**src/rtl/packetizer_rr_arbiter.sv**
```systemverilog
// Round-robin arbiter sharing one packetizer input port among NUM_REQ requesters.
// Grants are held for bursts of up to MAX_BURST words; the output stage is a single registered slot.
module packetizer_rr_arbiter #(
    parameter int unsigned NUM_REQ       = 4,
    parameter int unsigned WIDTH_IN      = 12,
    parameter int unsigned ADDRESS_WIDTH = 4,
    parameter int unsigned MAX_BURST     = 4
) (
    input  logic                             clk,
    input  logic                             rst_n,
    input  logic [NUM_REQ*WIDTH_IN-1:0]      req_data_in,
    input  logic [NUM_REQ*ADDRESS_WIDTH-1:0] req_dst_in,
    input  logic [NUM_REQ-1:0]               req_valid_in,
    input  logic [NUM_REQ-1:0]               req_last_in,
    output logic [NUM_REQ-1:0]               req_ready_out,
    output logic [WIDTH_IN-1:0]              data_out,
    output logic [ADDRESS_WIDTH-1:0]         dst_out,
    output logic                             valid_out,
    output logic [$clog2(NUM_REQ)-1:0]       grant_id_out,
    input  logic                             ready_in
);

    localparam int unsigned IDW = (NUM_REQ > 1) ? $clog2(NUM_REQ) : 1;
    localparam int unsigned CW  = (MAX_BURST > 1) ? $clog2(MAX_BURST + 1) : 1;

    typedef enum logic {IDLE, LOCKED} state_t;

    state_t                   state, state_nxt;
    logic [IDW-1:0]           ptr, ptr_nxt;
    logic [IDW-1:0]           lock_id, lock_nxt;
    logic [CW-1:0]            cnt, cnt_nxt;

    logic                     load_en;
    logic                     have_grant;
    logic [IDW-1:0]           sel;
    logic                     sel_valid;
    logic                     sel_last;
    logic [WIDTH_IN-1:0]      sel_data;
    logic [ADDRESS_WIDTH-1:0] sel_dst;
    logic                     accept;
    logic                     burst_end;

    // Grant selection: locked requester, else first valid scanning from ptr.
    always_comb begin
        have_grant = 1'b0;
        sel        = lock_id;
        if (state == LOCKED) begin
            have_grant = 1'b1;
        end else begin
            for (int unsigned k = 0; k < NUM_REQ; k++) begin
                for (int unsigned j = 0; j < NUM_REQ; j++) begin
                    if (!have_grant && req_valid_in[j] &&
                        (j == (32'(ptr) + k) % NUM_REQ)) begin
                        have_grant = 1'b1;
                        sel        = IDW'(j);
                    end
                end
            end
        end
    end

    // Selected requester's fields and per-requester ready.
    always_comb begin
        load_en       = !valid_out || ready_in;
        sel_valid     = 1'b0;
        sel_last      = 1'b0;
        sel_data      = '0;
        sel_dst       = '0;
        req_ready_out = '0;
        for (int unsigned j = 0; j < NUM_REQ; j++) begin
            if (IDW'(j) == sel) begin
                sel_valid        = req_valid_in[j];
                sel_last         = req_last_in[j];
                sel_data         = req_data_in[j*WIDTH_IN +: WIDTH_IN];
                sel_dst          = req_dst_in[j*ADDRESS_WIDTH +: ADDRESS_WIDTH];
                req_ready_out[j] = rst_n && load_en && have_grant &&
                                   ((state == LOCKED) || req_valid_in[j]);
            end
        end
        accept    = have_grant && load_en && sel_valid;
        burst_end = sel_last || ((32'(cnt) + 32'd1) >= MAX_BURST);
    end

    // Next-state: lock on non-final words, release and advance ptr when a burst ends.
    always_comb begin
        state_nxt = state;
        ptr_nxt   = ptr;
        lock_nxt  = lock_id;
        cnt_nxt   = cnt;
        if (accept) begin
            if (burst_end) begin
                state_nxt = IDLE;
                cnt_nxt   = '0;
                ptr_nxt   = (32'(sel) == NUM_REQ - 1) ? '0 : sel + IDW'(1);
            end else begin
                state_nxt = LOCKED;
                lock_nxt  = sel;
                cnt_nxt   = cnt + CW'(1);
            end
        end
    end

    always_ff @(posedge clk or negedge rst_n) begin
        if (!rst_n) begin
            state   <= IDLE;
            ptr     <= '0;
            lock_id <= '0;
            cnt     <= '0;
        end else begin
            state   <= state_nxt;
            ptr     <= ptr_nxt;
            lock_id <= lock_nxt;
            cnt     <= cnt_nxt;
        end
    end

    // Output slot: load on accept, empty on an idle load cycle, hold while stalled.
    always_ff @(posedge clk or negedge rst_n) begin
        if (!rst_n) begin
            valid_out    <= 1'b0;
            data_out     <= '0;
            dst_out      <= '0;
            grant_id_out <= '0;
        end else if (load_en) begin
            valid_out <= accept;
            if (accept) begin
                data_out     <= sel_data;
                dst_out      <= sel_dst;
                grant_id_out <= sel;
            end
        end
    end

endmodule

```
**config.mk**
```make
export PLATFORM = sky130hd
export DESIGN_NAME = packetizer_rr_arbiter
export DESIGN_NICKNAME = d
export VERILOG_FILES = /design/src/rtl/packetizer_rr_arbiter.sv
export SDC_FILE = /design/constraint.sdc
export NUM_CORES = 1
export LEC_CHECK = 0
export CORE_UTILIZATION = 42
export DETAILED_ROUTE_END_ITERATION = 10
export PLACE_DENSITY = 0.82
export SYNTH_ARGS = -nofsm -noshare
export SYNTH_HDL_FRONTEND = slang
export SYNTH_SLANG_ARGS = --single-unit
```
**constraint.sdc**
```tcl
create_clock -name clk -period 4.9 [get_ports clk]
set_input_delay 1.225 -clock clk [delete_from_list [all_inputs] [get_ports clk]]
set_output_delay 1.225 -clock clk [all_outputs]
set_load 0.1 [all_outputs]
```
==> flow_summary_export.csv <==
group,metric,value,unit
timing,worst_slack,127,ps
global_route,grt_max_degree,38,
setup_path,rrSetupSlack,1260,ps
yosys,ys_ff_latch,27,
detailed_routing,dr_total_vias,2365,
detailed_routing,wire_per_inst,15.2,um
finish,nets,439,
yosys,synth_top_cell_by_area,"dfrtp_1",
setup_path,crit_path_max_incr_delay,540,ps
yosys,ys.flop_type,"dfrtp_1",
yosys,ys_types,47,
timing,setup_viol,0,
cts,clockBufferDepth,2,
floorplan,core_area,4750,sq um
setup_path,worstPathMaxFanout,9,
yosys,ys_seq_area_frac,0.322,
worst_hold_path,holdCritStartpoint,"cnt[0]",
timing,slew_violations,0,
cts,insertion_delay,270,ps
place,io_buffers,97,
yosys,synth_warnings,0,
floorplan,dieArea,5290,sq um
place,placed_cell_area,3190,sq um
worst_hold_path,hold-path-endpoint,"cnt[0]",
setup_path,start_kind,"primary input",
floorplan,die_w,72.7,um
detailed_routing,wl,6.44,mm
timing,tightest_slew,1010,ps
detailed_routing,drtIter0Drc,250,
cts,htree_num_levels,1,
global_route,grt_overflow,0,
floorplan,rows,25,
yosys,synth.avg_cell_area,7.84,sq um
global_route,antenna_found_initial,0,
yosys,synth_common_cells,"45 x a21oi_1, 29 x nor2_1, 27 x dfrtp_1",
cts,clk_pin_slew,100,ps
cts,root_buffer,"clkbuf_8",
detailed_routing,drtAntennaViolNets,0,
yosys,synth_top_area_frac,0.322,
setup_path,critPathRequiredTime,3670,ps
global_route,grt_pass1_vias,2100,
timing,hold_viol,0,
cts,cts_tree,"built",
finish,fin_area,3270,sq um
place,dpl.hpwl,4.77,mm
floorplan,start_util,0.442,
global_route,grt_usage,0.244,
cts,cts_buffers,3,
floorplan,die_height,72.7,um
setup_path,reg2regPathDepth,13,
timing,min_period,4770,ps
timing,max_clock_freq,210,MHz
yosys,syn_nets,348,
floorplan,ios,98,
place,place_congestion,0.984,
timing,clock_skew,3.91,ps
finish,area_growth,55.8,%
place,pre_cts_slack,72.1,ps
worst_hold_path,worstHoldPathCells,1,
setup_path,path_delay_family,"buffers and inverters",
outcome,status,"completed",
yosys,synth_most_common_cell,"a21oi_1",
finish,n_antenna_cell,0,
run,cap_viol_max_count,0,
setup_path,cpMostUsedCell,"o32ai_2",
yosys,async_flop_share,1.00,
setup_path,crit_arrival,3550,ps
finish,layout-drive-gt1-share,0.101,
setup_path,path_class,"primary input to output pin",
cts,clock_sink_count,27,
setup_path,path_cells,"clkdlybuf4s50_1 -> buf_4 -> nand2_1 -> o32ai_2 -> a21oi_1 -> o32ai_2 -> a2bb2oi_2 -> inv_1 -> ha_1 -> o21ai_0 -> nor2_2 -> buf_12",
setup_path,slowest_stage,"clkdlybuf4s50_1",
setup_path,worstReg2RegStart,"ptr[0]",
timing,max_slew_margin,0.323,
detailed_routing,via_per_inst,5.56,
global_route,grt_pass1_wl,10.2,mm
setup_path,critPathCaptureType,"output pin",
yosys,synthCells,268,
setup_path,r2r-end,"ptr[0]",
yosys,synth_edf_count,0,
yosys,synth.cell_area,2100,sq um
cts,cts_hold_buf,0,
yosys,yosys-top-cells-area,"dfrtp_1 32%, a21oi_1 11%, nor2b_1 6.8%, a221oi_1 6.3%, nor2_1 5.2%",
timing,period_share,0.974,
worst_hold_path,hp-class,"flip-flop to flip-flop",
detailed_routing,first_pass_iters,7,
setup_path,critical_path_buf_inv_count,4,
timing,grt_setup_unrepaired,"false",
detailed_routing,route.detailed.drc,0,
==> cell usage in the layout, fill, tap and decap left out, drive strengths merged, types with 7 or more instances in the layout <==
cell type / count
dfrtp: 27
a221oi: 16
nor2: 29
buf: 19
inv: 7
a21oi: 45
o21ai: 12
clkdlybuf4s50: 91
nand2: 16
nor3: 16
nor2b: 24
==> per-stage QoR <==
step	utilization	setup TNS [ps]	hold WS (ps)	instances
finish	0.688	0	520	425
floorplan	-	-97.5	473	268
global route	0.688	0	542	425
global placement	0.671	0	492	419
detailed placement	0.671	0	501	419
CTS	0.682	0	522	423
==> what timing repair did <==
| item | 4_1_cts | 5_1_grt |
|---|---|---|
| endpoints found under the setup margin | 0 | 4 |
| resized for setup | 0 | 4 |
| buffers inserted | 0 | 2 |
==> routing by layer <==
metal	part of all wire	routed length, um	up-vias	global-route usage
li1	-	-	1158	-
met1	0.44	2820	1125	0.353
met2	0.50	3230	78	0.396
met3	0.056	358	4	0.0318
met4	0.0059	38	0	0.0414
met5	0	0	-	0
==> state kept, by name, summed over array words and instances, names as in the netlist <==
register      count
cnt               3
ptr               2
valid_out         1
lock_id           2
grant_id_out      2
state             1
data_out         12
dst_out           4
==> kinds of logic (layout without fill, tap and decap cells) <==
| kind of cell | count (synthesis) | in the layout | synth area share |
|---|---|---|---|
| AO/OA/AOI/OAI | 98 | 98 | 0.314 |
| buffers and inverters | 32 | 122 | 0.0661 |
| multiplexers | 5 | 5 | 0.0298 |
| adder cells (fa/ha/maj) | 5 | 5 | 0.0298 |
| AND/OR/NAND/NOR | 101 | 101 | 0.239 |
| flip-flops | 27 | 27 | 0.322 |
==> cell type report <==
class,instances,area [sq um]
fillers,394,1480
multi-input cells,209,1310
repair buffers,112,1130
flip-flops and latches,27,676
well taps,67,83.8
clock buffers,3,41.3
inverters,6,22.5
clock inverters,1,8.76
==> how the worst max path moves through the flow <==
stage	start	end	cells past startpoint
2_1_floorplan	req_valid_in[1]	req_ready_out[1]	11
3_3_place_gp	req_valid_in[0]	req_ready_out[0]	11
3_5_place_dp	req_valid_in[0]	req_ready_out[0]	11
4_1_cts	req_valid_in[0]	req_ready_out[0]	11
5_1_grt	req_valid_in[3]	req_ready_out[3]	11
6_report	req_valid_in[1]	req_ready_out[0]	12
Power is left out: the tool's default activity adds up to more than one toggle a clock period on the data nets, which glitch-free logic cannot reach.
